--- src/rtl/alu_arbiter.sv ---
//============================================================================
// Module   : alu_arbiter
// Two-requester round-robin front end and sequencer for the shared 32-bit ALU.
// Optional macro ALU_ARB_OVF_STICKY_EN adds per-requester sticky overflow flags.
// Revision : 1.0
//============================================================================
`timescale 1ns/1ps
`default_nettype none

module alu_arbiter #(
    parameter int W = 32
) (
    input  logic         clk,
    input  logic         rst,
    input  logic         req0_valid,
    output logic         req0_ready,
    input  logic [W-1:0] req0_a,
    input  logic [W-1:0] req0_b,
    input  logic [2:0]   req0_op,
    input  logic         req1_valid,
    output logic         req1_ready,
    input  logic [W-1:0] req1_a,
    input  logic [W-1:0] req1_b,
    input  logic [2:0]   req1_op,
    output logic         resp_valid,
    input  logic         resp_ready,
    output logic [W-1:0] resp_data,
    output logic         resp_ovf,
    output logic         resp_id,
`ifdef ALU_ARB_OVF_STICKY_EN
    output logic [1:0]   ovf_sticky,
    input  logic [1:0]   ovf_clr,
`endif
    output logic         busy
);

    localparam logic [W-1:0] C_ONE = W'(1);

    typedef enum logic [1:0] {
        S_IDLE = 2'd0,
        S_EXEC = 2'd1,
        S_RESP = 2'd2
    } state_t;

    state_t         state_q, state_d;
    logic           last_grant_q, last_grant_d;
    logic [W-1:0]   opa_q, opb_q;
    logic [2:0]     op_q;
    logic           id_q;
    logic [W-1:0]   res_q, res_d;
    logic           ovf_q, ovf_d;
    logic           w_grant0, w_grant1, w_accept, w_resp_hs;

    // Requester 0 wins unless requester 1 also asks and 0 had the last grant.
    always_comb begin
        w_grant0   = req0_valid & (~req1_valid | last_grant_q);
        w_grant1   = req1_valid & ~w_grant0;
        req0_ready = (state_q == S_IDLE) & w_grant0;
        req1_ready = (state_q == S_IDLE) & w_grant1;
        w_accept   = req0_ready | req1_ready;
        w_resp_hs  = (state_q == S_RESP) & resp_ready;
    end

    always_comb begin
        state_d      = state_q;
        last_grant_d = last_grant_q;
        case (state_q)
            S_IDLE: begin
                if (w_accept) begin
                    state_d      = S_EXEC;
                    last_grant_d = req1_ready;
                end
            end
            S_EXEC:  state_d = S_RESP;
            S_RESP:  if (resp_ready) state_d = S_IDLE;
            default: state_d = S_IDLE;
        endcase
    end

    always_ff @(posedge clk or posedge rst) begin
        if (rst) begin
            state_q      <= S_IDLE;
            last_grant_q <= 1'b1;
        end else begin
            state_q      <= state_d;
            last_grant_q <= last_grant_d;
        end
    end

    always_ff @(posedge clk or posedge rst) begin
        if (rst) begin
            opa_q <= '0;
            opb_q <= '0;
            op_q  <= '0;
            id_q  <= 1'b0;
        end else if (w_accept) begin
            opa_q <= req1_ready ? req1_a  : req0_a;
            opb_q <= req1_ready ? req1_b  : req0_b;
            op_q  <= req1_ready ? req1_op : req0_op;
            id_q  <= req1_ready;
        end
    end

    // Overflow is derived from operand and result sign bits only.
    always_comb begin
        res_d = '0;
        ovf_d = 1'b0;
        case (op_q)
            3'd0: res_d = ~opa_q;
            3'd1: res_d = opa_q & opb_q;
            3'd2: res_d = opa_q ^ opb_q;
            3'd3: res_d = opa_q | opb_q;
            3'd4: begin
                res_d = opa_q - C_ONE;
                ovf_d = opa_q[W-1] & ~res_d[W-1];
            end
            3'd5: begin
                res_d = opa_q + opb_q;
                ovf_d = (opa_q[W-1] == opb_q[W-1]) & (res_d[W-1] != opa_q[W-1]);
            end
            3'd6: begin
                res_d = opa_q - opb_q;
                ovf_d = (opa_q[W-1] != opb_q[W-1]) & (res_d[W-1] != opa_q[W-1]);
            end
            default: begin
                res_d = opa_q + C_ONE;
                ovf_d = ~opa_q[W-1] & res_d[W-1];
            end
        endcase
    end

    always_ff @(posedge clk or posedge rst) begin
        if (rst) begin
            res_q <= '0;
            ovf_q <= 1'b0;
        end else if (state_q == S_EXEC) begin
            res_q <= res_d;
            ovf_q <= ovf_d;
        end
    end

    assign resp_valid = (state_q == S_RESP);
    assign resp_data  = res_q;
    assign resp_ovf   = ovf_q;
    assign resp_id    = id_q;
    assign busy       = (state_q != S_IDLE);

`ifdef ALU_ARB_OVF_STICKY_EN
    logic [1:0] sticky_q, sticky_d, w_set;

    // Set is OR-ed in after the clear so a coincident set wins.
    always_comb begin
        w_set[0] = w_resp_hs & ovf_q & ~id_q;
        w_set[1] = w_resp_hs & ovf_q & id_q;
        sticky_d = (sticky_q & ~ovf_clr) | w_set;
    end

    always_ff @(posedge clk or posedge rst) begin
        if (rst) sticky_q <= 2'b00;
        else     sticky_q <= sticky_d;
    end

    assign ovf_sticky = sticky_q;
`else
    logic w_unused;
    assign w_unused = w_resp_hs;
`endif

endmodule

`default_nettype wire

--- config.mk ---
export PLATFORM = sky130hd
export DESIGN_NAME = alu_arbiter
export DESIGN_NICKNAME = d
export VERILOG_FILES = /design/src/rtl/alu_arbiter.sv
export SDC_FILE = /design/constraint.sdc
export NUM_CORES = 1
export LEC_CHECK = 0
export CAP_MARGIN = 0
export CORE_MARGIN = 1.5
export CORE_UTILIZATION = 50
export DETAILED_ROUTE_END_ITERATION = 10
export HOLD_SLACK_MARGIN = 0.12
export PLACE_DENSITY_LB_ADDON = 0.12
export SYNTH_ARGS = -nofsm -noshare
export SYNTH_HDL_FRONTEND = slang
export SYNTH_SLANG_ARGS = --single-unit
--- constraint.sdc ---
create_clock -name clk -period 10.7 [get_ports clk]
set_input_delay 2.675 -clock clk [delete_from_list [all_inputs] [get_ports clk]]
set_output_delay 2.675 -clock clk [all_outputs]
set_load 0.03 [all_outputs]
==> impl_metrics.toml <==
[grt]
grt_pass1_wl_um = 66880
antenna_found_initial = 0
grt_pass1_vias = 12034
grt_max_degree = 91
gr-total-overflow = 0
track_usage_pct = 35.42

[logic_synthesis]
synth_area_leaders = "dfrtp_1 (22%), ha_1 (12%), nand2_1 (6.4%)"
synth.most_common_cell = "nand2_1"
ys_top_cells_by_count = "nand2_1 (198), nor2_1 (167), a21oi_1 (135)"
synth-seq-area-share_pct = 22.56
synthesis.instances = 1592
synth-async-reset-ratio_pct = 100.0
synth_cell_types = 84
synth_flop_cell = "dfrtp_1"
yosysTopAreaCell = "dfrtp_1"
synth_top_area_share_pct = 22.33
avgSynthCellArea_sq_um = 7.250
syn-num-nets = 1847
synth_edf_count = 0
ys_warn_count = 0
ys_ff_latch = 104
synth_area_sq_um = 11540

[sta]
clock_skew_ps = 18.35
fmax_mhz = 132.1
setup_viol = 0
worstMarginPinSlew_ps = 1043
period_share_pct = 70.73
min_period_ps = 7568
tns_ps = 0
relSlewSlack_pct = 29.94
slew_violations = 0
final-hold-violation-count = 0
grt_setup_unrepaired = "false"

[clock_tree]
clk_latency_ps = 370
cts_resized = 0
cts_buffers = 9
cts_setup_buffers = 0
cts.hold.buffers_added = 0
cts_buffer_depth = 2
cts-root-buf = "clkbuf_16"
h-tree-depth = 3
cts.sinks = 104
tritoncts = "yes"
clkTransAtPathRegs_ps = 80

[detailed_routing]
drtIter0Drc = 1191
dr_total_vias = 12676
via_per_inst = 6.421
routed_wirelength_um = 42560
drtAntennaViolNets = 0
wl_per_cell_um = 21.56
dr.pass1.iters = 6
drc = 0

[worst_setup_path]
end_kind = "primary output"
r2r-start = "opa_q[6]"
rr_worst_depth = 11
cp-startpoint = "req0_valid"
cp.depth = 6
cp.required_ps = 8030
max_stage_delay_ps = 690
path_max_fanout = 90
setup.worst_path.start_class = "primary input"
path_cells = "clkdlybuf4s50_1 > nand2_1 > nand3_4 > buf_4 > clkinv_1 > clkdlybuf4s50_1"
r2r-end = "resp_data[19]"
crit_family = "buffers and inverters"
worst-path-buf-inv = 4
endpoint = "req1_ready"
rrSetupSlack_ps = 6470
cp_common_cell = "clkdlybuf4s50_1"
cp_slowest_cell = "buf_4"
crit_arrival_ps = 4890
critPathKind = "primary input to primary output"

[worst_hold_path]
holdPathStages = 2
hp-class = "flip-flop to flip-flop"
hp-start = "resp_data[3]"

[placed_design]
dp_hpwl_um = 30350
portBuffers = 176
dpl_cell_area_sq_um = 13400
gp_congestion = 0.9684

[layout]
final_net_count = 1939
stdcell_area_sq_um = 13740
antenna_cells = 0
fill_cells = 2142
drive_gt1_share_pct = 4.855
area_growth_pct = 19.01

[floorplanning]
dieHeight_um = 154.9
die_w_um = 154.9
initial_core_util_pct = 50.98
ios = 177
die_area_sq_um = 24000
core_area_sq_um = 22640
row_count = 55

[flow_run]
maxCapViolCount = 0

[status]
run_status = "finished, final reports clean"
-- worst register-to-register path: cells and delay by family (launching register included) --
family          cells  cell delay (ps)
flops               1              630
compound gates      5             1890
simple gates        4             1060
fa+ha+maj           1              440
buf+inv             1              100
-- stage by stage --
stage | std cells | setup WS, ps | utilization (%) | hold slack, ps
after floorplan | 1592 | 4439 | - | 483.8
after global placement | 1958 | 3155 | 59.20 | 470.9
after detailed placement | 1958 | 3112 | 59.20 | 472.4
after CTS | 1974 | 3110 | 60.67 | 492.9
after global routing | 1974 | 2938 | 60.67 | 516.8
final | 1974 | 3132 | 60.67 | 491.5
-- flip-flops by register name (all words and copies together) (netlist names) --
register	flops
opa_q	32
resp_ovf	1
opb_q	32
last_grant_q	1
op_q	3
resp_id	1
state_q	2
resp_data	32
-- kinds of logic after synthesis --
group           synth area share [%]
simple gates                   21.47
xor+xnor                       3.415
mux                            1.312
fa+ha+maj                      12.70
buf+inv                        7.491
flops                          22.56
compound gates                 31.05
-- cells in the final DEF (no fill, tap or decap), types with 14 or more instances in the layout --
master,n
a21o_1,15
inv_1,98
o21ai_0,116
nand2_1,198
a31oi_1,63
a221o_1,14
a22oi_1,35
nand3_1,31
a221oi_1,16
o221ai_1,15
a21oi_1,135
buf_4,25
ha_1,114
nand4_1,21
clkdlybuf4s50_1,176
nor3_1,36
a211oi_1,18
o22ai_1,20
xnor2_1,44
o211ai_1,14
dfrtp_1,101
nor2_1,165
-- final cells by class --
| cell class | count | area, sq um | share of cell area, % |
|---|---|---|---|
| well taps | 285 | 356.6 | 2.596 |
| clock inverters | 4 | 77.57 | 0.5647 |
| inverters | 103 | 389.1 | 2.833 |
| flip-flops and latches | 104 | 2606 | 18.97 |
| clock buffers | 12 | 256.5 | 1.867 |
| repair buffers | 201 | 1949 | 14.19 |
| multi-input cells | 1265 | 8102 | 58.98 |
-- routing by layer --
layer | up-vias | global-route usage [%] | share of wire [%]
met2 | 656 | 56.63 | 45
li1 | 5921 | - | -
met5 | - | 0 | 0
met4 | 0 | 15.38 | 4.0
met1 | 5993 | 47.71 | 43
met3 | 106 | 5.153 | 8.5
-- worst min-delay path by stage --
stage	to	slack [ps]
2_1_floorplan	last_grant_q	480
3_3_place_gp	resp_data[3]	470
3_5_place_dp	resp_data[13]	470
4_1_cts	resp_data[13]	490
5_1_grt	resp_data[4]	520
6_report	resp_data[3]	490
Power is left out: the tool's default activity adds up to more than one toggle a clock period on the data nets, which glitch-free logic cannot reach.
